$ cat src/rtl/hcs_alu_pkg.sv
// Shared encodings for the health-check ALU path: sequencer states and opcodes.
package hcs_alu_pkg;

  typedef enum logic [1:0] {
    ST_IDLE = 2'd0,
    ST_RUN  = 2'd1,
    ST_DONE = 2'd2
  } state_t;

  localparam logic OP_ADD = 1'b0;
  localparam logic OP_SUB = 1'b1;

endpackage

$ cat src/rtl/serial_addsub_ctrl_if.sv
// Request/response bundle between the measurement logic and the serial add/sub sequencer.
interface serial_addsub_ctrl_if #(
  parameter int unsigned WIDTH = 8
);

  logic             start;
  logic             sub;
  logic [WIDTH-1:0] a;
  logic [WIDTH-1:0] b;
  logic             busy;
  logic             done;
  logic [WIDTH-1:0] result;
  logic             cout;
  logic             ovf;
  logic             zero;

  modport master (
    output start, sub, a, b,
    input  busy, done, result, cout, ovf, zero
  );

  modport slave (
    input  start, sub, a, b,
    output busy, done, result, cout, ovf, zero
  );

endinterface

$ cat src/rtl/addsub_bit_cell.sv
// Combinational 1-bit add/subtract cell; b is inverted here when subtracting.
module addsub_bit_cell
  import hcs_alu_pkg::*;
(
  input  logic a,
  input  logic b,
  input  logic sub,
  input  logic cin,
  output logic s,
  output logic cout
);

  logic b_eff;

  assign b_eff = (sub == OP_SUB) ? ~b : b;
  assign s     = a ^ b_eff ^ cin;
  assign cout  = (a & b_eff) | (a & cin) | (b_eff & cin);

endmodule

$ cat src/rtl/serial_addsub_ctrl.sv
// Bit-serial add/sub sequencer: one shared 1-bit cell iterated LSB first over WIDTH cycles.
module serial_addsub_ctrl
  import hcs_alu_pkg::*;
#(
  parameter int unsigned WIDTH = 8
) (
  input logic                clk,
  input logic                rst_n,
  serial_addsub_ctrl_if.slave bus
);

  localparam int unsigned CW = $clog2(WIDTH);

  state_t           state;
  logic [CW-1:0]    cnt;
  logic [WIDTH-1:0] a_sr;
  logic [WIDTH-1:0] b_sr;
  logic [WIDTH-1:0] res_sr;
  logic [WIDTH-1:0] res_next;
  logic             sub_q;
  logic             carry;
  logic             cell_s;
  logic             cell_co;
  logic             last_bit;

  addsub_bit_cell u_cell (
    .a    (a_sr[0]),
    .b    (b_sr[0]),
    .sub  (sub_q),
    .cin  (carry),
    .s    (cell_s),
    .cout (cell_co)
  );

  assign res_next = {cell_s, res_sr[WIDTH-1:1]};
  assign last_bit = (cnt == CW'(WIDTH - 1));

  // Sequencer; flags are loaded on the edge that enters DONE, while carry still
  // holds the carry into the MSB.
  always_ff @(posedge clk or negedge rst_n) begin
    if (!rst_n) begin
      state      <= ST_IDLE;
      cnt        <= '0;
      a_sr       <= '0;
      b_sr       <= '0;
      res_sr     <= '0;
      sub_q      <= 1'b0;
      carry      <= 1'b0;
      bus.busy   <= 1'b0;
      bus.done   <= 1'b0;
      bus.result <= '0;
      bus.cout   <= 1'b0;
      bus.ovf    <= 1'b0;
      bus.zero   <= 1'b1;
    end else begin
      case (state)
        ST_IDLE, ST_DONE: begin
          bus.done <= 1'b0;
          if (bus.start) begin
            a_sr     <= bus.a;
            b_sr     <= bus.b;
            sub_q    <= bus.sub;
            carry    <= bus.sub;
            cnt      <= '0;
            state    <= ST_RUN;
            bus.busy <= 1'b1;
          end else begin
            state    <= ST_IDLE;
            bus.busy <= 1'b0;
          end
        end
        ST_RUN: begin
          a_sr   <= a_sr >> 1;
          b_sr   <= b_sr >> 1;
          res_sr <= res_next;
          carry  <= cell_co;
          cnt    <= cnt + CW'(1);
          if (last_bit) begin
            state      <= ST_DONE;
            bus.busy   <= 1'b0;
            bus.done   <= 1'b1;
            bus.result <= res_next;
            bus.cout   <= cell_co;
            bus.ovf    <= carry ^ cell_co;
            bus.zero   <= (res_next == '0);
          end
        end
        default: begin
          state    <= ST_IDLE;
          bus.busy <= 1'b0;
          bus.done <= 1'b0;
        end
      endcase
    end
  end

endmodule

$ cat src/flat_wrapper.sv
// flat-port wrapper written by rule: the top's interface ports become plain ports
module serial_addsub_ctrl_flat import hcs_alu_pkg::*;
#(
  parameter int unsigned WIDTH = 8
)
  (clk, rst_n, bus_start, bus_sub, bus_a, bus_b, bus_busy, bus_done, bus_result, bus_cout, bus_ovf, bus_zero);
  serial_addsub_ctrl_if #(.WIDTH(WIDTH)) bus_i ();
  input logic clk;
  input logic rst_n;
  input wire logic [$bits(bus_i.start)-1:0] bus_start;
  input wire logic [$bits(bus_i.sub)-1:0] bus_sub;
  input wire logic [$bits(bus_i.a)-1:0] bus_a;
  input wire logic [$bits(bus_i.b)-1:0] bus_b;
  output wire logic [$bits(bus_i.busy)-1:0] bus_busy;
  output wire logic [$bits(bus_i.done)-1:0] bus_done;
  output wire logic [$bits(bus_i.result)-1:0] bus_result;
  output wire logic [$bits(bus_i.cout)-1:0] bus_cout;
  output wire logic [$bits(bus_i.ovf)-1:0] bus_ovf;
  output wire logic [$bits(bus_i.zero)-1:0] bus_zero;
  assign bus_i.start = bus_start;
  assign bus_i.sub = bus_sub;
  assign bus_i.a = bus_a;
  assign bus_i.b = bus_b;
  assign bus_busy = bus_i.busy;
  assign bus_done = bus_i.done;
  assign bus_result = bus_i.result;
  assign bus_cout = bus_i.cout;
  assign bus_ovf = bus_i.ovf;
  assign bus_zero = bus_i.zero;
  serial_addsub_ctrl #(.WIDTH(WIDTH)) u_core (.clk(clk), .rst_n(rst_n), .bus(bus_i));
endmodule
$ cat config.mk
export PLATFORM = sky130hd
export DESIGN_NAME = serial_addsub_ctrl_flat
export DESIGN_NICKNAME = d
export VERILOG_FILES = /design/src/rtl/hcs_alu_pkg.sv /design/src/rtl/serial_addsub_ctrl_if.sv /design/src/rtl/addsub_bit_cell.sv /design/src/rtl/serial_addsub_ctrl.sv /design/src/flat_wrapper.sv
export SDC_FILE = /design/constraint.sdc
export NUM_CORES = 1
export LEC_CHECK = 0
export CAP_MARGIN = 15
export CORE_AREA = 2 2 81 83
export DETAILED_ROUTE_END_ITERATION = 10
export DIE_AREA = 0 0 83 85
export PLACE_DENSITY = 0.51
export SYNTH_ARGS = -nofsm -noshare
export SYNTH_HDL_FRONTEND = slang
export SYNTH_HIERARCHICAL = 1
export SYNTH_SLANG_ARGS = --single-unit
export TNS_END_PERCENT = 30
$ cat constraint.sdc
create_clock -name clk -period 1.5 [get_ports clk]
set_clock_uncertainty 0.1 [all_clocks]
set_input_delay 0.225 -clock clk [delete_from_list [all_inputs] [get_ports clk]]
set_output_delay 0.225 -clock clk [all_outputs]
set_load 0.05 [all_outputs]
# --- Word-level counts from Yosys, hierarchy flattened ---
# Cells that the tools add are included.
classes:
  n_addsub: 1
  mul: 0
  div: 0
  magnitude_cmp: 0
  eq_ne: 5
  shifts: 0
  muxes: 17
  n_bitwise: 9
  n_reduce_logical: 7
ops:
  columns: ["operator", "count"]
  rows:
  - ["one-hot mux 8 bit (2 select lines)", 2]
  - ["two-way mux 8 bit", 2]
  - ["zero test 8 bit", 1]
  - ["two-way mux 1 bit", 7]
  - ["one-hot mux 3 bit (2 select lines)", 1]
  - ["AND reduction 2 bit", 3]
  - ["one-hot mux 1 bit (2 select lines)", 2]
  - ["one-hot mux 2 bit (2 select lines)", 1]
  - ["adder 3 x 1 -> 3 bit (second input constant)", 1]
  - ["bitwise AND 1 bit", 3]
  - ["== test 3 bit (second input constant)", 1]
  - ["two-way mux 3 bit", 1]
  - ["XOR 1 bit", 3]
  - ["== test 2 x 1 -> 1 bit (second input constant)", 1]
  - ["== test 2 bit (second input constant)", 1]
  - ["zero test 2 bit", 1]
  - ["two-way mux 2 bit", 1]
  - ["inequality test 2 x 1 -> 1 bit (second input constant)", 1]
  - ["inequality test 2 bit (second input constant)", 1]
  - ["bitwise OR 1 bit", 2]
  - ["nonzero test 2 bit", 1]
  - ["OR reduction 2 bit", 1]
  - ["inverter 1 bit", 1]
word_totals:
  ff_bits: 44
  latch_bits: 0
  ram_bits: 0
  mem_bits_ro: 0
  out_inout_bits: 13
  elab_cells: 52
  n_memories: 0

# --- Longest topological paths before layout ---
depth:
  depth_word: 6
  ltp_mapped: 6
  ltp_nobuf: 6

# --- Hierarchy ---
# Netlist, hierarchy kept.
by_module_without_submodules:
  columns: ["module", "n_inst", "cells_each", "area_per_inst_um2", "seq_area_each_um2"]
  rows:
  - ["serial_addsub_ctrl", 1, 170, 1756.7, 1052.3]
  - ["addsub_bit_cell", 1, 6, 43.8, 0.0]

# --- Worst setup path before layout ---
# OpenSTA, ideal clock, no wires.
synth_timing:
  path_type: "register -> register"
  start: "reg u_core.sub_q"
  end: "reg u_core.bus.zero"
  arrival_time_ps: 1414
  slack_ps: -92
  path_stages_with_launch: 7
  period_less_slack_ps: 1592
  path_cell_list: "dfrtp_1 xnor2_1 fa_1 inv_1 nor4_1 nand2_1 o21ai_0"
synth_between:
  elab_chain_len: 4
synth_rtl:
  columns: ["element", "line", "text"]
  rows:
  - ["from (decl)", "serial_addsub_ctrl.sv:20", "logic sub_q;"]
  - ["from (signal assigned)", "serial_addsub_ctrl.sv:62", "sub_q <= bus.sub;"]
  - ["two-way mux 1 bit", "addsub_bit_cell.sv:15", "assign b_eff = (sub == OP_SUB) ? ~b : b;"]
  - ["XOR 1 bit (2 in series)", "addsub_bit_cell.sv:16", "assign s = a ^ b_eff ^ cin;"]
  - ["net u_core.cell_s", "serial_addsub_ctrl.sv:22", "logic cell_s;"]
  - ["zero test 8 bit", "serial_addsub_ctrl.sv:85", "bus.zero <= (res_next == '0);"]
  - ["to (signal assigned)", "serial_addsub_ctrl.sv:85", null]
  - ["to (decl)", "serial_addsub_ctrl_if.sv:24", "output busy, done, result, cout, ovf, zero"]
# The timed path passes the listed nets, and every way through them passes these cells.
# A chain may end at the register's enable or synchronous reset.

# --- Worst setup path after layout ---
# Same ends and word-level chain as after synthesis.

==> impl_metrics.json <==
{
  "rsz0062_at_grt": "yes",
  "violations": "negative setup slack",
  "drcViolationCount": 0,
  "vias": 1337,
  "grt_pass1_wl_mm": 6.348,
  "postSynthCellCount": 176,
  "synth_seq_area_share_pct": 58.44,
  "start_kind": "register",
  "avgViaCountPerCell": 4.472,
  "start_util_pct": 29.02,
  "clockPowerShare_pct": 12.7,
  "crit_slowest_cell": "fa_1",
  "clock.fmax_mhz": 646.4,
  "die_w_microns": 83,
  "p_sw_share_pct": 40.83,
  "fin_crit_ns": 1.547,
  "ys_seq_elements": 42,
  "path_cells": "xnor2_1 -> fa_1 -> inv_2 -> nor4_4 -> nand2_1 -> o21ai_1",
  "cts_inserted_buffers": 5,
  "p_leak_uw": 0.001179,
  "globalRouteOverflowTotal": 0,
  "wl_per_cell_microns": 12.59,
  "insertion_delay_ns": 0.30,
  "slew_violations": 0,
  "dp_hpwl_mm": 2.377,
  "rows": 29,
  "min_path_type": "in -> async",
  "relSlewSlack_pct": 71.05,
  "io_pins": 33,
  "cts.path.max_buffers": 2,
  "grt_usage_pct": 11.15,
  "grt_antenna_before_repair": 0,
  "p_sw_uw": 2479,
  "cp.required_ns": 1.64,
  "hold_viol": 0,
  "area.growth.synth_to_final_pct": 43.36,
  "cts_tree": "yes",
  "synth_cell_type_count": 24,
  "cp.arrival_ns": 1.69,
  "vdd_drop_max_uv": 1115,
  "fin_ws_ns": -0.04699,
  "tightest_slew_ns": 0.4342,
  "first_pass_iters": 4,
  "clkTransAtPathRegs_ns": 0.10,
  "drtAntennaViolNets": 0,
  "drv_cap": 0,
  "finalCritPeriodShare_pct": 103.1,
  "power_frac_comb_pct": 52.2,
  "nets": 244,
  "root_buffer": "clkbuf_8",
  "numPortBuffers": 32,
  "reg2reg_slack_ns": -0.05,
  "syn_nets": 199,
  "drive_gt1_share_pct": 22.97,
  "path_max_fanout": 3,
  "seq_power_share_pct": 35.2,
  "endpoint_kind": "register",
  "setup_violations": 5,
  "clock-sinks": 42,
  "antennaDiodeCount": 0,
  "grt_pass1_vias": 1368,
  "die_h_microns": 85,
  "cts_htree_levels": 2,
  "p_int_uw": 3592,
  "core_area_sq_mm": 0.006205,
  "grt_start_max_net_pins": 41,
  "gp_congestion": 0.7298,
  "pwr_density_cell_mw_per_mm2": 2352,
  "final_util_pct": 41.60,
  "pre_cts_ws_ns": -0.1039,
  "max_stage_delay_ns": 0.49,
  "worstSetupPathType": "reg -> reg",
  "synth_warnings": 6,
  "fillerInstances": 622,
  "drt-initial-drc-count": 42,
  "avgSynthCellArea_sq_um": 10.23,
  "die_area_sq_mm": 0.007055,
  "wl_mm": 3.765,
  "status": "finished with violations",
  "netlist_area_sq_mm": 0.001800
}
-- layout make-up --
| cell class | count | area (sq um) | share of cell area [%] |
|---|---|---|---|
| Clock buffer | 5 | 68.82 | 2.666 |
| Clock inverter | 3 | 25.02 | 0.9695 |
| Inverter | 6 | 22.52 | 0.8725 |
| Multi-Input combinational cell | 119 | 704.4 | 27.29 |
| Sequential cell | 42 | 1054 | 40.81 |
| Tap cell | 77 | 96.34 | 3.732 |
| Timing Repair Buffer | 47 | 610.6 | 23.65 |
-- power groups by stage --
stage	Clock [uW]	Combinational (uW)	Sequential [uW]
after global routing	857	3490	2210
after floorplan	0	1300	2510
final	768	3170	2140
after CTS	799	3120	2110
after global placement	0	2940	2110
after detailed placement	0	2980	2120
-- cells by family after synthesis --
| kind of cell | share of synthesized area [%] |
|---|---|
| AO/OA/AOI/OAI | 8.756 |
| multiplexers | 5.629 |
| buffers and inverters | 5.142 |
| XOR/XNOR | 0.9731 |
| adder cells (fa/ha/maj) | 2.502 |
| flip-flops | 58.44 |
| AND/OR/NAND/NOR | 18.55 |
-- stage by stage --
step	instance area [sq um]	std cells	setup TNS, ns	power [uW]	hold WS [ns]
3_3_place_gp	2411	286	-0.8689	5057	0.09289
2_1_floorplan	1807	176	-0.02987	3813	-0.1706
5_1_grt	2581	299	-0.4341	6555	0.3303
4_1_cts	2544	298	-0.2073	6033	0.3029
3_5_place_dp	2411	286	-0.9936	5109	0.09181
6_report	2581	299	-0.1479	6070	0.2959
-- state kept, by name, indices dropped and copies added (netlist names), 2 cells and up --
| register | count |
|---|---|
| u_core/b_sr | 8 |
| u_core/bus.result | 8 |
| u_core/cnt | 3 |
| u_core/a_sr | 8 |
| u_core/res_sr | 7 |
| u_core/state | 2 |
-- path summary, 6_finish.rpt --
path,from,endpoint,cells past startpoint
worst max-delay path,u_core/sub_q,u_core/bus.zero,6
worst min-delay path,rst_n,u_core/bus.result[3],2
worst max register to register,u_core/sub_q,u_core/bus.zero,6
worst min register to register,u_core/bus.zero,u_core/bus.zero,2
max in group asynchronous,rst_n,u_core/state[1],3
min in group clk,bus_a[5],u_core/a_sr[5],3
-- cells in the final DEF (no fill, tap or decap), types with 3 or more instances in the layout --
| master | instances |
|---|---|
| mux2_2 | 5 |
| clkdlybuf4s50_1 | 18 |
| a22o_1 | 4 |
| nor2_1 | 15 |
| o21ai_0 | 3 |
| dfrtp_1 | 40 |
| a31oi_1 | 14 |
| buf_12 | 17 |
| inv_1 | 5 |
| clkbuf_8 | 5 |
| nand2_1 | 56 |
| buf_4 | 10 |
-- synthesized netlist by cell type --
master	instances	area (sq um)
o21ai_0	4	20.02
mux2_1	3	33.78
inv_1	6	22.52
nor2_1	15	56.30
dfrtp_1	41	1026
a22oi_1	1	7.510
mux2_2	6	67.56
fa_1	1	20.02
nand2_1	56	210.2
buf_4	2	15.01
nor4_1	2	12.51
a22o_1	4	35.03
nand2b_1	2	12.51
nand3_1	2	10.01
buf_2	2	10.01
o31ai_1	1	7.510
dfstp_2	1	26.28
xnor2_1	2	17.52
buf_6	3	33.78
clkbuf_1	3	11.26
ha_1	2	25.02
nand3b_4	1	20.02
a31oi_1	14	87.58
nor2b_1	2	12.51
-- worst max-delay path: cells and delay by family (launching register included) --
family	cells	cell delay (ns)
compound gates	1	0.12
flops	1	0.39
simple gates	2	0.19
xor+xnor	1	0.14
fa+ha+maj	1	0.49
buf+inv	1	0.06
-- per-layer routing --
| layer | share of wire [%] | global-route usage (%) |
|---|---|---|
| met5 | 0 | 0 |
| met3 | 3.9 | 3.307 |
| met4 | 0.82 | 3.130 |
| met1 | 48 | 13.84 |
| met2 | 47 | 18.99 |
-- timing repair --
item / 4_1_cts / 5_1_grt
setup endpoints to repair: 10 / 12
pin swaps: 0 / 1
hold endpoints to repair: 16 / 0
hold buffers: 1 / 0
gates cloned: 0 / 1
buffers inserted: 3 / 0
resized for setup: 2 / 4
Note: power is estimated with default switching activity, not from simulation.
